==> src/rtl/corelet_pkg.sv <==
// Shared corelet definitions: default array geometry and the
// accumulation-stage state encoding.
package corelet_pkg;

    localparam int COL     = 8;
    localparam int PSUM_BW = 16;
    localparam int IN_W    = 6;
    localparam int K       = 3;
    localparam int OUT_W   = IN_W - K + 1;

    typedef enum logic [1:0] {
        IDLE = 2'd0,
        RUN  = 2'd1,
        WB   = 2'd2,
        DONE = 2'd3
    } state_t;

endpackage

==> src/rtl/psum_addr_map.sv <==
// Maps an activation coordinate (nx, ny) under kernel offset (ki, kj)
// onto the output window. keep says whether the row lands inside it;
// addr is the row-major output pixel index.
module psum_addr_map
    import corelet_pkg::*;
#(
    parameter int out_w = OUT_W
) (
    input  logic [2:0] nx,
    input  logic [2:0] ny,
    input  logic [1:0] ki,
    input  logic [1:0] kj,
    output logic       keep,
    output logic [3:0] addr
);

    localparam logic signed [3:0] OUT_W_S = 4'(out_w);

    logic signed [3:0] ox;
    logic signed [3:0] oy;

    // Shift the activation coordinate back by the kernel offset and window-test it
    always_comb begin
        ox   = $signed({1'b0, nx}) - $signed({2'b00, kj});
        oy   = $signed({1'b0, ny}) - $signed({2'b00, ki});
        keep = (ox >= 4'sd0) && (ox < OUT_W_S) && (oy >= 4'sd0) && (oy < OUT_W_S);
        // The output window is 4x4, so the two low bits of each offset
        // concatenate directly into oy*4+ox.
        addr = {oy[1:0], ox[1:0]};
    end

endmodule

==> src/rtl/psum_accum.sv <==
// Output-side partial-sum accumulator. Consumes one row per handshake
// for the current kernel offset, drops rows outside the output window
// and accumulates the rest into PMEM (direct write on the first pass,
// read-modify-write with saturation, and optional ReLU on the last).
module psum_accum
    import corelet_pkg::*;
#(
    parameter int col     = COL,
    parameter int psum_bw = PSUM_BW,
    parameter int in_w    = IN_W,
    parameter int k       = K,
    parameter int out_w   = OUT_W,
    parameter bit relu_en = 1'b1
) (
    input  logic                     clk,
    input  logic                     reset,
    input  logic                     pass_start,
    input  logic [3:0]               pass_kij,
    input  logic                     in_valid,
    input  logic [col*psum_bw-1:0]   in_data,
    output logic                     in_ready,
    output logic                     pass_done,
    output logic                     busy,
    input  logic [col*psum_bw-1:0]   OP_q,
    output logic [col*psum_bw-1:0]   OP_d,
    output logic [8:0]               OP_addr,
    output logic                     OP_cen,
    output logic                     OP_wen
);

    localparam int              ROWS     = in_w * in_w;
    localparam logic [5:0]      ROWS_L   = 6'(ROWS);
    localparam logic [5:0]      LAST_ROW = 6'(ROWS - 1);
    localparam logic [2:0]      NX_LAST  = 3'(in_w - 1);
    localparam logic [3:0]      K_L      = 4'(k);
    localparam logic [3:0]      KIJ_MAX  = 4'(k * k - 1);

    state_t                 state_q;
    logic [3:0]             kij_q;
    logic [1:0]             ki_q;
    logic [1:0]             kj_q;
    logic [2:0]             nx_q;
    logic [2:0]             ny_q;
    logic [5:0]             row_cnt_q;
    logic [col*psum_bw-1:0] lat_data_q;
    logic [3:0]             lat_addr_q;

    logic                   keep;
    logic [3:0]             map_addr;
    logic                   accept;
    logic                   rmw;
    logic                   relu_on;
    logic [col*psum_bw-1:0] wb_data;

    psum_addr_map #(
        .out_w (out_w)
    ) u_addr_map (
        .nx   (nx_q),
        .ny   (ny_q),
        .ki   (ki_q),
        .kj   (kj_q),
        .keep (keep),
        .addr (map_addr)
    );

    assign accept   = (state_q == RUN) && in_valid;
    assign rmw      = keep && (kij_q != 4'd0);
    assign relu_on  = relu_en && (kij_q == KIJ_MAX);

    // Handshake and status follow the registered state only
    assign in_ready  = (state_q == RUN);
    assign busy      = (state_q != IDLE);
    assign pass_done = (state_q == DONE);

    genvar gi;
    generate
        for (gi = 0; gi < col; gi++) begin : g_lane
            logic [psum_bw-1:0] mem_lane;
            logic [psum_bw-1:0] add_lane;
            logic [psum_bw:0]   sum;
            logic [psum_bw-1:0] res;

            assign mem_lane = OP_q[gi*psum_bw +: psum_bw];
            assign add_lane = lat_data_q[gi*psum_bw +: psum_bw];

            // Sign-extended add, clamp on overflow, then zero negatives on the ReLU pass
            always_comb begin
                sum = {mem_lane[psum_bw-1], mem_lane} + {add_lane[psum_bw-1], add_lane};
                if (sum[psum_bw] != sum[psum_bw-1]) begin
                    res = sum[psum_bw] ? {1'b1, {(psum_bw-1){1'b0}}}
                                       : {1'b0, {(psum_bw-1){1'b1}}};
                end else begin
                    res = sum[psum_bw-1:0];
                end
                if (relu_on && res[psum_bw-1]) begin
                    res = '0;
                end
            end

            assign wb_data[gi*psum_bw +: psum_bw] = res;
        end
    endgenerate

    // PMEM port: RUN accesses follow the live handshake, WB replays latched address
    always_comb begin
        OP_cen  = 1'b1;
        OP_wen  = 1'b1;
        OP_addr = '0;
        OP_d    = '0;
        if (accept && keep) begin
            OP_cen  = 1'b0;
            OP_addr = {5'd0, map_addr};
            if (kij_q == 4'd0) begin
                OP_wen = 1'b0;
                OP_d   = in_data;
            end
        end else if (state_q == WB) begin
            OP_cen  = 1'b0;
            OP_wen  = 1'b0;
            OP_addr = {5'd0, lat_addr_q};
            OP_d    = wb_data;
        end
    end

    // Pass sequencing: counters, latched operands and state transitions
    always_ff @(posedge clk) begin
        if (reset) begin
            state_q    <= IDLE;
            kij_q      <= '0;
            ki_q       <= '0;
            kj_q       <= '0;
            nx_q       <= '0;
            ny_q       <= '0;
            row_cnt_q  <= '0;
            lat_data_q <= '0;
            lat_addr_q <= '0;
        end else begin
            case (state_q)
                IDLE: begin
                    if (pass_start && (pass_kij <= KIJ_MAX)) begin
                        kij_q     <= pass_kij;
                        ki_q      <= 2'(pass_kij / K_L);
                        kj_q      <= 2'(pass_kij % K_L);
                        nx_q      <= '0;
                        ny_q      <= '0;
                        row_cnt_q <= '0;
                        state_q   <= RUN;
                    end
                end
                RUN: begin
                    if (in_valid) begin
                        row_cnt_q <= row_cnt_q + 6'd1;
                        if (nx_q == NX_LAST) begin
                            nx_q <= '0;
                            ny_q <= ny_q + 3'd1;
                        end else begin
                            nx_q <= nx_q + 3'd1;
                        end
                        if (rmw) begin
                            lat_data_q <= in_data;
                            lat_addr_q <= map_addr;
                            state_q    <= WB;
                        end else if (row_cnt_q == LAST_ROW) begin
                            state_q <= DONE;
                        end
                    end
                end
                WB: begin
                    // row_cnt_q already counts the row being written back
                    state_q <= (row_cnt_q == ROWS_L) ? DONE : RUN;
                end
                default: begin
                    state_q <= IDLE;
                end
            endcase
        end
    end

endmodule

==> config.mk <==
export PLATFORM = sky130hd
export DESIGN_NAME = psum_accum
export DESIGN_NICKNAME = d
export VERILOG_FILES = /design/src/rtl/corelet_pkg.sv /design/src/rtl/psum_addr_map.sv /design/src/rtl/psum_accum.sv
export SDC_FILE = /design/constraint.sdc
export NUM_CORES = 1
export LEC_CHECK = 0
export CORE_MARGIN = 1
export CORE_UTILIZATION = 53
export CTS_BUF_LIST = sky130_fd_sc_hd__clkbuf_16
export CTS_CLUSTER_DIAMETER = 40
export DETAILED_ROUTE_END_ITERATION = 10
export PLACE_DENSITY_LB_ADDON = 0.1
export SYNTH_ARGS = -nofsm -noshare
export SYNTH_HDL_FRONTEND = slang
export SYNTH_SLANG_ARGS = --single-unit
export TNS_END_PERCENT = 20
==> constraint.sdc <==
create_clock -name clk -period 14.4 [get_ports clk]
set_input_delay 4.32 -clock clk [delete_from_list [all_inputs] [get_ports clk]]
set_output_delay 4.32 -clock clk [all_outputs]
set_load 0.1 [all_outputs]
=== Yosys cells after proc, flatten, opt, wreduce, memory -nomap -nowiden ===
Cells that the tools add are included.

* Bits in registers: 154
* Output and inout bits: 142
* Word-level logic and storage cells: 122

* Add/sub/neg operators: 13
* Div/mod/pow operators: 2
* Order comparisons: 5
* Equality and inequality tests: 19
* Muxes and demuxes: 49
* Reductions and logical operators: 25

{| class="wikitable"
|+ Operators by type and width
! kind !! count
|-
| 128-bit 2-to-1 mux || 3
|-
| 16-bit 2-to-1 mux || 24
|-
| 16-bit by 16-bit adder with 17-bit output || 8
|-
| 1-bit logical AND || 15
|-
| 3-bit 2-to-1 mux || 5
|-
| 6-bit == test, second input constant || 2
|-
| 6-bit 2-to-1 mux || 2
|-
| 3-bit one-hot mux with 2 select lines || 2
|-
| 6-bit one-hot mux with 2 select lines || 1
|-
| 2-bit 2-to-1 mux || 5
|-
| 3-bit AND reduction || 3
|-
| 4-bit by 1-bit >= comparator with 1-bit output, second input constant || 2
|-
| 4-bit < comparator, second input constant || 2
|-
| 4-bit 2-to-1 mux || 2
|-
| 1-bit inequality test || 8
|-
| 3-bit by 2-bit subtractor with 4-bit output || 2
|-
| 3-bit by 1-bit adder with 3-bit output, second input constant || 2
|-
| 6-bit by 1-bit adder with 6-bit output, second input constant || 1
|-
| 2-bit one-hot mux with 3 select lines || 1
|-
| 4-bit by 2-bit divider with 4-bit output, second input constant || 1
|-
| 2-bit == test, second input constant || 2
|-
| 4-bit == test, second input constant || 1
|-
| 4-bit <= comparator, second input constant || 1
|-
| 4-bit logical NOT || 1
|-
| 12 further kinds || 17
|}

=== Longest topological paths before layout ===
Gate-level depths: netlist of the first run.

* Depth in word-level cells: 9
* Depth in mapped cells: 16
* Gate-level depth less buffers: 16

=== Hierarchy ===
A second synthesis of the first run with hierarchy kept.

* Cell total of the unflattened synthesis: 1807
* Area total of the unflattened synthesis: 13252.7 µm²

{| class="wikitable"
|+ Modules (own cells, without submodules)
! module !! instances !! cells an instance !! area each (µm²)
|-
| psum_accum || 1 || 1784 || 13078.8
|-
| psum_addr_map || 1 || 23 || 173.9
|}

=== Worst setup path before layout of the first run ===
OpenSTA, ideal clock, no wires.

* Kind: input to output
* Start: input OP_q[81]
* End: output OP_d[88]
* Arrival time: 9.240 ns
* Data required time: 10.080 ns
* Setup slack: 0.840 ns
* Cell stages on the path: 15
* Buffers on the path: 2
* Cells stage by stage: ha_1 a211o_1 a21oi_1 o21ai_0 a211o_1 a31o_2 a21oi_1 xnor2_1 ha_1 clkbuf_1 nand3_1 a211oi_1 a211o_1 clkbuf_1 o21ai_0

* Longest elaborated chain between the ends: 7
* Elaborated cells on any way between the ends: 8
* Classes of those cells: 1 x add/sub; 1 x eq/ne; 5 x mux; 1 x reduce/logical

{| class="wikitable"
|+ RTL lines
! what !! line !! text
|-
| start: declaration || psum_accum.sv:24 || <nowiki>input logic [col*psum_bw-1:0] OP_q,</nowiki>
|-
| 16-bit by 16-bit adder with 17-bit output * || psum_accum.sv:88 || <nowiki>sum = {mem_lane[psum_bw-1], mem_lane} + {add_lane[psum_bw-1], add_lane};</nowiki>
|-
| 16-bit 2-to-1 mux or 1-bit inequality test (tied branches) || psum_accum.sv:90, psum_accum.sv:89 ||
|-
| 16-bit 2-to-1 mux * || psum_accum.sv:89 || <nowiki>if (sum[psum_bw] != sum[psum_bw-1]) begin</nowiki>
|-
| 1-bit logical AND || psum_accum.sv:95 || <nowiki>if (relu_on && res[psum_bw-1]) begin</nowiki>
|-
| 16-bit 2-to-1 mux * || psum_accum.sv:95 ||
|-
| 128-bit 2-to-1 mux * || psum_accum.sv:117 || <nowiki>end else if (state_q == WB) begin</nowiki>
|-
| 128-bit 2-to-1 mux * || psum_accum.sv:110 || <nowiki>if (accept && keep) begin</nowiki>
|-
| end: declaration || psum_accum.sv:25 || <nowiki>output logic [col*psum_bw-1:0] OP_d,</nowiki>
|}

Mark *: on every way between the ends. The rest lies on a longest branch, timed or not.

=== Worst setup path after layout of the first run ===
* Start: input OP_q[48]
* End: output OP_d[60]

The elaborated chain is that of the path after synthesis.

==> summary.md, run 1 <==
| Metric | Value |
|---|---|
| Max-slew headroom | 29.69% |
| CTS tree | done |
| Top post-synthesis cells by count | nand2_1, a21oi_1, dfxtp_1 |
| Seq/Total Area, Yosys | 22.98% |
| Worst slack, placed | 1.034 ns |
| Worst R2R Path Depth | 10 |
| Reg clk slew, reported paths | 0.06 ns |
| CP cell instances | clkdlybuf4s50_1, ha_1, fa_1, a21o_1, a211oi_2, o21bai_1, a21o_1, a41o_1, o21a_1, o21ai_0, ha_1, nor2_1, o21ai_0, nor2_1, o31a_4, a211o_1, clkdlybuf4s50_1 |
| I/O pin cnt | 406 |
| Number of synthesis warnings | 0 |
| VDD IR max | 74.38 uV |
| Row Count | 57 |
| Die area | 25960 sq um |
| Share of the synthesized area in the top cell type | 22.98% |
| Initial drt markers | 1094 |
| Layout cells sized above 1 | 7.033% |
| Hold Crit Depth | 2 |
| Ranking of synthesized cells by area | dfxtp_1, ha_1, nand2_1, a21oi_1, o21ai_0 |
| Max incr delay on CP | 0.96 ns |
| Pleak | 7.603 nW |
| Critical path's top delay family | compound AO/OA/AOI/OAI gates |
| Synth async-reset ratio | 0% |
| Fin worst setup slack | 0.9765 ns |
| Port buffer count | 400 |
| Flop-to-flop setup slack | 10.76 ns |
| WS Path Type | input pin to primary output |
| Number of synthesized flops with an enable pin | 0 |
| GR Util met2 | 55.25% |
| WL/cell | 17.58 um |
| Routed Antenna Nets | 0 |
| Vias in the first global route | 14160 |
| Post-CTS resize count | 0 |
| Worst slew pin tran | 1.051 ns |
| GRT Max-Usage Layer | met2 |
| Setup TNS | 0 ns |
| RSZ-0062 raised after global routing | false |
| Reg-to-Reg Start | nx_q[0] |
| Hold buffer count at cts | 0 |
| Pins Over Slew Limit | 0 |
| Starting Density | 54.53% |
| Via-per-instance ratio | 5.912 |
| Mean Syn Cell Area | 7.284 sq um |
| Gr usage total | 33.21% |
| First-pass GRT wire length | 69.95 mm |
| WL final | 44.58 mm |
| Die width | 161.1 um |
| CTS H-tree lvls | 4 |
| WP buf/inv | 2 |
| Fin crit period | 13.42 ns |
| Clk Latency, worst-skew pair | 0.43 ns |
| R2r endpoint | lat_data_q[110] |
| Setup Skew | 0.01289 ns |
| Clk root buf | clkbuf_16 |
| Drt first pass iters | 6 |
| Largest net degree at the start of global routing | 84 |
| Post-DP HPWL | 33.27 mm |
| Post-synth top flop | dfxtp_1 |
| DR vias | 14990 |
| Worst Hold End | lat_data_q[53] |
| Final Hold Fails | 0 |
| Initial antenna violation count | 8 |
| WP data arrival | 9.10 ns |
| Crit path max-delay cell type | clkdlybuf4s50_1 |
| Fin util | 72.98% |
| # clock sinks | 154 |
| Max-cap viol count | 0 |
| Routability cong. | 0.9672 |
| Crit path from | OP_q[48] |
| DR DRC count | 0 |
| Synth Register Bits | 154 |
| Count leader, synth | nand2_1 |
| Unique masters post-synth | 78 |
| Layout area overhead | 33.83% |
| Fill cell total of the finished layout | 2002 |
| Req. time, crit path | 10.08 ns |
| Total core area | 24600 sq um |
| Final nets | 2617 |
| Met1 Use GR | 41.41% |
| Syn Std Cell Area | 13420 sq um |
| Biggest area consumer among synthesized cells | dfxtp_1 |
| Endpoint type of the worst setup path | primary output |
| Post-synthesis cell count | 1842 |
| Min-Delay Path Class | flip-flop to flip-flop |
| Crit Path Max Fanout | 15 |
| CP Launch Type | input pin |
| Die height | 161.1 um |
| Period utilization | 93.22% |
| Largest buffer count on any clock path | 2 |
| Final setup fails | 0 |
| CTS Buf Count | 17 |
| Status | finished clean |
| Max Fclk | 74.50 MHz |
| Power density over cell area | 85.35 nW/um^2 |
| Setup bufs post-CTS | 0 |
| GRT overflow | 0 |
| Hold path start | lat_data_q[53] |
| Met3 Resource Use GR | 5.239% |
-- per-stage QoR --
step           power, mW  instance area [sq um]  cells  hold WS (ns)
2_1_floorplan     0.8832                  13430   1846        0.4400
3_3_place_gp       1.063                  17350   2496        0.4447
3_5_place_dp       1.070                  17350   2496        0.4519
4_1_cts            1.535                  17940   2528        0.4613
5_1_grt            1.591                  17950   2534        0.4743
6_report           1.533                  17960   2535        0.4582
-- final cells by class --
class,instances,area [sq um],area share [%]
Multi-Input combinational cell,1563,9831,54.75
Clock inverter,15,163.9,0.9128
Tap cell,324,405.4,2.258
Antenna cell,7,17.52,0.09755
Sequential cell,154,3083,17.17
Clock buffer,17,425.4,2.369
Inverter,44,165.2,0.9197
Timing Repair Buffer,411,3866,21.53
-- where the power goes --
part	total, mW	internal [mW]	leakage [nW]	switching (mW)
clock	0.464	0.260	0.288	0.205
combinational	0.621	0.202	6.07	0.418
sequential	0.447	0.438	1.24	0.00900
-- sequential cells by signal (all words and copies together) (netlist names) --
name        cells
nx_q            3
lat_data_q    128
kj_q            2
row_cnt_q       6
lat_addr_q      4
state_q         2
ki_q            2
kij_q           4
ny_q            3
-- worst register-to-register path, delay by kind of cell (launching register included) --
family,cells,cell delay (ns)
AND/OR/NAND/NOR,4,1.39
buffers and inverters,2,0.90
adder cells (fa/ha/maj),2,0.61
flip-flops,1,0.41
AO/OA/AOI/OAI,2,0.27
-- cell usage in the layout (no fill, tap or decap), types with 13 or more instances in the layout --
cell / count
o21ai_1: 25
o21a_1: 19
a21oi_1: 211
nor2b_1: 16
nand3_1: 27
a221o_1: 26
a31oi_1: 14
nand2b_1: 17
o21bai_1: 13
inv_1: 44
xor2_1: 36
clkbuf_16: 17
clkdlybuf4s50_1: 312
dfxtp_1: 154
o211ai_1: 18
or3_1: 13
o21ai_0: 116
a211oi_1: 24
nor2_1: 145
xnor2_1: 56
nor3_1: 19
buf_4: 99
a21o_1: 39
nand2_1: 402
ha_1: 152
-- metal layers --
layer | up-vias | share of wire (%)
li1 | 7262 | -
met1 | 6966 | 42
met4 | 4 | 4.7
met5 | - | 0.056
met3 | 125 | 7.1
met2 | 630 | 46
-- cell families after synthesis --
logic type | share of synthesized area, %
simple gates | 21.91
compound gates | 28.21
fa+ha+maj | 15.67
flops | 22.98
buf+inv | 4.056
xor+xnor | 6.005
mux | 1.147
other cells | 0.02795
-- worst max-delay path by stage --
stage / to / slack, ns / cells past startpoint
floorplan: OP_d[88] / 0.84 / 15
global placement: OP_d[60] / 1.15 / 17
detailed placement: OP_d[60] / 1.03 / 17
CTS: OP_d[60] / 1.03 / 17
global route: OP_d[60] / 0.73 / 17
finish: OP_d[60] / 0.98 / 17
Note: power is estimated with default switching activity, not from simulation.
==> run 2, diff against run 1 <==
- CAP_MARGIN: unset -> 5
- CTS_BUF_LIST: sky130_fd_sc_hd__clkbuf_16 -> unset
- GPL_TIMING_DRIVEN: unset -> 0
==> run 2 against run 1 <==
Net effect:
- maximum frequency shrank 3.9%
- sequential share of layout area down 0.50 points
- register-to-register slack got worse by 0.06 ns
- clock power up 6.7%
- total power up 3.4%
- largest power group unchanged
- via count is 3.1% higher
- highest routed layer unchanged
- first-iteration DRC count increased by 19%
- global-route usage up 2.8 points
- worst setup slack worse by 0.55 ns
- die area unchanged
- clock-buffer cell count unchanged
==> summary.md, run 2 (synthesis results as in run 1) <==
| Metric | Value |
|---|---|
| Status | finished clean |
| Max incr delay on CP | 1.18 ns |
| CP Launch Type | input pin |
| Die height | 161.1 um |
| Routed Antenna Nets | 0 |
| Final Hold Fails | 0 |
| Setup crit end | OP_d[52] |
| Routed length on met2 | 22.12 mm |
| DR vias | 15460 |
| Post-DP HPWL | 37.61 mm |
| Reg-to-Reg Start | ny_q[0] |
| WL met3 | 3.819 mm |
| Drt first pass iters | 8 |
| GRT overflow | 0 |
| Combinational fraction of design power | 40.5% |
| WL/cell | 18.36 um |
| Hold Crit Depth | 2 |
| Layout cells sized above 1 | 3.161% |
| Period utilization | 97.02% |
| Final setup fails | 0 |
| WP data arrival | 9.65 ns |
| Clk Latency, worst-skew pair | 0.44 ns |
| First-pass GRT wire length | 74.29 mm |
| I/O pin cnt | 406 |
| CP cell instances | clkdlybuf4s50_1, ha_1, fa_1, a21o_1, a211oi_2, o21bai_1, a21o_1, a41o_1, o21a_1, o21ai_0, ha_1, nor2_1, clkbuf_1, a221o_1, clkdlybuf4s50_1 |
| Post-CTS resize count | 0 |
| Sw power | 0.6547 mW |
| Clock power frac | 31.2% |
| Net Sw Frac | 41.31% |
| Initial antenna violation count | 7 |
| Max FFs per register | 128 |
| Initial drt markers | 1306 |
| Top reg by flops | lat_data_q |
| Flop-to-flop setup slack | 10.70 ns |
| Min-Delay Path Class | flip-flop to flip-flop |
| Total chip power | 1.585 mW |
| Setup Skew | 0.01242 ns |
| Pins Over Slew Limit | 0 |
| Endpoint type of the worst setup path | primary output |
| Vias in the first global route | 14670 |
| Setup bufs post-CTS | 0 |
| Crit Path Max Fanout | 10 |
| Layout area overhead | 37.82% |
| FF/Latch Area | 3083 sq um |
| Max Fclk | 71.57 MHz |
| Setup TNS | 0 ns |
| M1 WL | 19.69 mm |
| Row Count | 57 |
| Final nets | 2691 |
| Starting Density | 54.53% |
| Reg clk slew, reported paths | 0.07 ns |
| Pleak | 7.548 nW |
| WS Path Type | input pin to primary output |
| Crit path from | OP_q[48] |
| Crit path max-delay cell type | clkdlybuf4s50_1 |
| Worst R2R Path Depth | 13 |
| Largest net degree at the start of global routing | 17 |
| Max-cap viol count | 0 |
| Port buffer count | 400 |
| Worst slew pin tran | 1.267 ns |
| Largest buffer count on any clock path | 2 |
| Hold buffer count at cts | 0 |
| Die area | 25960 sq um |
| WL final | 47.93 mm |
| CTS H-tree lvls | 4 |
| Fill cell total of the finished layout | 1975 |
| Most common cell after layout, fill and taps aside | nand2_1 |
| Routability cong. | 0.9438 |
| VDD IR max | 71.88 uV |
| Via-per-instance ratio | 5.923 |
| R2r endpoint | lat_data_q[37] |
| Req. time, crit path | 10.08 ns |
| Total core area | 24600 sq um |
| Gr usage total | 36.06% |
| Power Internal | 0.9301 mW |
| CTS Buf Count | 17 |
| # clock sinks | 154 |
| Area of the multi-input gates | 9806 sq um |
| DR DRC count | 0 |
| Fin crit period | 13.97 ns |
| Max-slew headroom | 15.21% |
| Top Metal Used | met5 |
| Biggest regs | lat_data_q (128), row_cnt_q (6) |
| CTS tree | done |
| Power density over cell area | 85.70 nW/um^2 |
| Die width | 161.1 um |
| RSZ-0062 raised after global routing | false |
| Clk root buf | clkbuf_16 |
| Commonest non-fill, non-tap cells in the layout | nand2_1, clkdlybuf4s50_1, a21oi_1, dfxtp_1, ha_1 |
| Sequential Power Share | 28.2% |
## run 2: final cells by class
cell class | count | share of cell area [%]
clock buffer | 17 | 2.300
antenna | 8 | 0.1083
buffer | 85 | 2.050
inverter | 44 | 0.8931
multi-input combinational | 1563 | 53.02
timing repair buffer | 400 | 21.65
tap | 324 | 2.192
clock inverter | 15 | 1.110
sequential | 154 | 16.67
## run 2: worst max-delay path, delay by kind of cell
kind | cells | cell delay [ns]
adder cells (fa/ha/maj) | 3 | 0.97
AO/OA/AOI/OAI | 8 | 1.85
AND/OR/NAND/NOR | 1 | 0.45
buffers and inverters | 3 | 2.05
## run 2: worst min path at each step
| stage | from | endpoint | slack [ns] |
|---|---|---|---|
| 6_report | lat_data_q[96] | lat_data_q[96] | 0.46 |
| 2_1_floorplan | lat_data_q[0] | lat_data_q[0] | 0.44 |
| 5_1_grt | lat_data_q[3] | lat_data_q[3] | 0.47 |
| 4_1_cts | lat_data_q[96] | lat_data_q[96] | 0.46 |
| 3_5_place_dp | lat_data_q[96] | lat_data_q[96] | 0.45 |
| 3_3_place_gp | lat_data_q[117] | lat_data_q[117] | 0.45 |
## run 2: metal layers
| metal | vias up | track usage, % |
|---|---|---|
| met2 | 728 | 60.66 |
| met3 | 134 | 5.239 |
| li1 | 7420 | - |
| met5 | - | 0 |
| met1 | 7174 | 44.89 |
| met4 | 2 | 18.14 |
## run 2: per-stage QoR
stage	setup slack [ns]	instances	hold slack (ns)	cell area (sq um)	util [%]
floorplan	0.8404	1846	0.4400	13430	-
global placement	0.5549	2570	0.4455	17840	72.51
detailed placement	0.5280	2570	0.4524	17840	72.51
CTS	0.5063	2602	0.4616	18470	75.08
global route	0.1702	2607	0.4739	18490	75.13
finish	0.4286	2610	0.4590	18490	75.16
## run 2: power groups by stage
stage / Clock [mW] / Combinational [mW] / Sequential, mW
detailed placement: 0 / 0.633 / 0.457
CTS: 0.496 / 0.637 / 0.447
global route: 0.511 / 0.677 / 0.449
floorplan: 0 / 0.429 / 0.454
global placement: 0 / 0.626 / 0.456
finish: 0.495 / 0.642 / 0.447
==> run 3, diff against run 2 <==
- CORE_MARGIN: 1 -> 2
- CORE_UTILIZATION: 53 -> 52
- PLACE_DENSITY: unset -> 0.95
- PLACE_DENSITY_LB_ADDON: 0.1 -> unset
- SYNTH_HIERARCHICAL: unset -> 1
==> run 3 against run 2 <==
Net effect:
- via count decreased by 0.78%
- area after synthesis down 1.2%
- worst setup slack lost 0.23 ns
- hold slack got worse by 0.00072 ns
- die area up 3.2%
- final cell count fell by 1.4%
- flip-flop and latch count unchanged
- design area shrank 1.0%
- first-iteration DRC count shrank 1.6%
- total power shrank 14%
- critical path depth up 3
- clock skew is 0.0026 ns higher
- largest cell class unchanged
- highest routed layer unchanged
==> summary.md, run 3 <==
| Metric | Value |
|---|---|
| Total core area | 25110 sq um |
| WL/cell | 18.73 um |
| I/O pin cnt | 406 |
| # clock sinks | 154 |
| Max-cap viol count | 0 |
| Most common cell after layout, fill and taps aside | nand2_1 |
| VDD IR max | 64.50 uV |
| Fin util | 72.91% |
| Largest net degree at the start of global routing | 17 |
| Post-DP HPWL | 38.24 mm |
| WL final | 48.21 mm |
| GRT overflow | 0 |
| Top reg by flops | lat_data_q |
| Final Hold Fails | 0 |
| Syn Std Cell Area | 13250 sq um |
| WP data arrival | 9.88 ns |
| Post-synthesis simple-gate area fraction | 22.21% |
| Crit Path Max Fanout | 10 |
| Die width | 163.6 um |
| Flop-to-flop setup slack | 10.77 ns |
| Complex-gate fraction of the synthesized area | 26.48% |
| Endpoint type of the worst setup path | primary output |
| DR DRC count | 0 |
| Gr usage total | 34.58% |
| Unique masters post-synth | 71 |
| Layout area overhead | 38.14% |
| Die height | 163.6 um |
| Biggest regs | lat_data_q (128), row_cnt_q (6) |
| Period utilization | 98.62% |
| Min-Delay Path Class | flip-flop to flip-flop |
| Synth async-reset ratio | 0% |
| Pins Over Slew Limit | 0 |
| Ranking of synthesized cells by area | dfxtp_1, ha_1, nand2_1, a21oi_1, a221o_1 |
| First-pass GRT wire length | 73.96 mm |
| CTS tree | done |
| Main combinational cell family by area after synthesis | compound AO/OA/AOI/OAI gates |
| Power density over cell area | 74.78 nW/um^2 |
| Mean Syn Cell Area | 7.334 sq um |
| Multiplexer share of the synthesized area | 0.3776% |
| Adder-cell share of the synthesized area | 15.86% |
| Vias in the first global route | 15070 |
| Status | finished clean |
| Drt first pass iters | 6 |
| Clk Latency, worst-skew pair | 0.43 ns |
| Routed Antenna Nets | 0 |
| Post-synthesis cell count | 1807 |
| Number of synthesized flops with an enable pin | 0 |
| Port buffer count | 399 |
| Share of the synthesized area in the top cell type | 23.26% |
| Starting Density | 52.78% |
| Final setup fails | 0 |
| Commonest non-fill, non-tap cells in the layout | nand2_1, clkdlybuf4s50_1, a21oi_1, dfxtp_1, ha_1 |
| Fin crit period | 14.20 ns |
| Initial antenna violation count | 3 |
| Max FFs per register | 128 |
| Worst slew pin tran | 1.086 ns |
| Count leader, synth | nand2_1 |
| Pleak | 7.545 nW |
| Top post-synthesis cells by count | nand2_1, a21oi_1, dfxtp_1 |
| Max incr delay on CP | 1.20 ns |
| Crit path max-delay cell type | clkdlybuf4s50_1 |
| Setup Skew | 0.01500 ns |
| CTS Buf Count | 17 |
| Post-synth top flop | dfxtp_1 |
| Max Fclk | 70.42 MHz |
| Initial drt markers | 1285 |
| Max-slew headroom | 27.39% |
| Via-per-instance ratio | 5.959 |
| Post-synthesis xor/xnor area fraction | 7.005% |
| CTS H-tree lvls | 4 |
| Routability cong. | 0.9550 |
| Largest buffer count on any clock path | 2 |
| Row Count | 58 |
| CP cell instances | clkdlybuf4s50_1, ha_1, fa_1, a211oi_1, o21ai_1, a211oi_1, o21ai_1, a41oi_1, nand2b_1, a31o_2, ha_1, buf_1, nand2_1, o211ai_1, a41o_1, buf_2, o21ai_0, clkdlybuf4s50_1 |
| Setup TNS | 0 ns |
| Seq/Total Area, Yosys | 23.26% |
| Biggest area consumer among synthesized cells | dfxtp_1 |
| Die area | 26780 sq um |
| Number of synthesis warnings | 6 |
| CP Launch Type | input pin |
| Fill cell total of the finished layout | 1925 |
| DR vias | 15340 |
| Clk root buf | clkbuf_16 |
| Synth Register Bits | 154 |
| Req. time, crit path | 10.08 ns |
| Final nets | 2655 |
| RSZ-0062 raised after global routing | false |
| Layout cells sized above 1 | 4.103% |
| Reg clk slew, reported paths | 0.07 ns |
| WS Path Type | input pin to primary output |
run 3: routing by layer:
metal,share of wire [%],up-vias,global-route usage [%]
met4,5.7,2,19.34
met2,47,827,59.93
met3,10,183,9.878
li1,-,7229,-
met5,0.033,-,0
met1,37,7097,37.86
run 3: cells by family (layout without fill, tap and decap cells):
kind of cell / after synthesis / in the layout
AO/OA/AOI/OAI: 546 / 546
XOR/XNOR: 106 / 106
adder cells (fa/ha/maj): 162 / 162
buffers and inverters: 145 / 576
flip-flops: 154 / 154
multiplexers: 5 / 5
other: 1 / 7
AND/OR/NAND/NOR: 688 / 688
run 3: through the flow:
stage	setup WS, ns	total power, mW	hold slack (ns)	cells	area, sq um
floorplan	0.7957	0.7276	0.4356	1811	13270
global placement	0.4179	0.8831	0.4421	2540	17670
detailed placement	0.3651	0.8911	0.4506	2540	17670
CTS	0.2947	1.367	0.4601	2572	18290
global route	0.01242	1.416	0.4723	2573	18310
finish	0.1986	1.369	0.4582	2574	18310
run 3: final timing paths:
kind,start,cells after the start,endpoint
worst max-delay path,OP_q[64],18,OP_d[78]
worst min-delay path,lat_data_q[108],2,lat_data_q[108]
worst max register to register,ny_q[0],13,lat_data_q[47]
worst min register to register,lat_data_q[108],2,lat_data_q[108]
run 3: layout make-up:
cell class	count	area [sq um]	area share (%)
multi-input cells	1512	9552	52.17
repair buffers	399	4004	21.87
flip-flops and latches	154	3083	16.84
plain buffers	96	449.2	2.454
clock buffers	18	429.2	2.344
well taps	330	412.9	2.255
clock inverters	14	188.9	1.032
inverters	49	183.9	1.005
diodes	2	5.005	0.02734
run 3: power breakdown:
part,internal [mW],switching (mW),leakage (nW)
Clock,0.278,0.202,0.295
Sequential,0.433,0.00494,1.24
Combinational,0.165,0.286,6.01
run 3: repair_timing:
item                       4_1_cts  5_1_grt
hold buffers                     0        0
setup buffers                    0        0
gates resized for setup          0        4
setup endpoints to repair        0        4
run 3: critical path, delay by kind of cell:
family | cells | cell delay, ns
simple gates | 2 | 0.30
compound gates | 9 | 2.28
buf+inv | 4 | 2.10
fa+ha+maj | 3 | 0.88
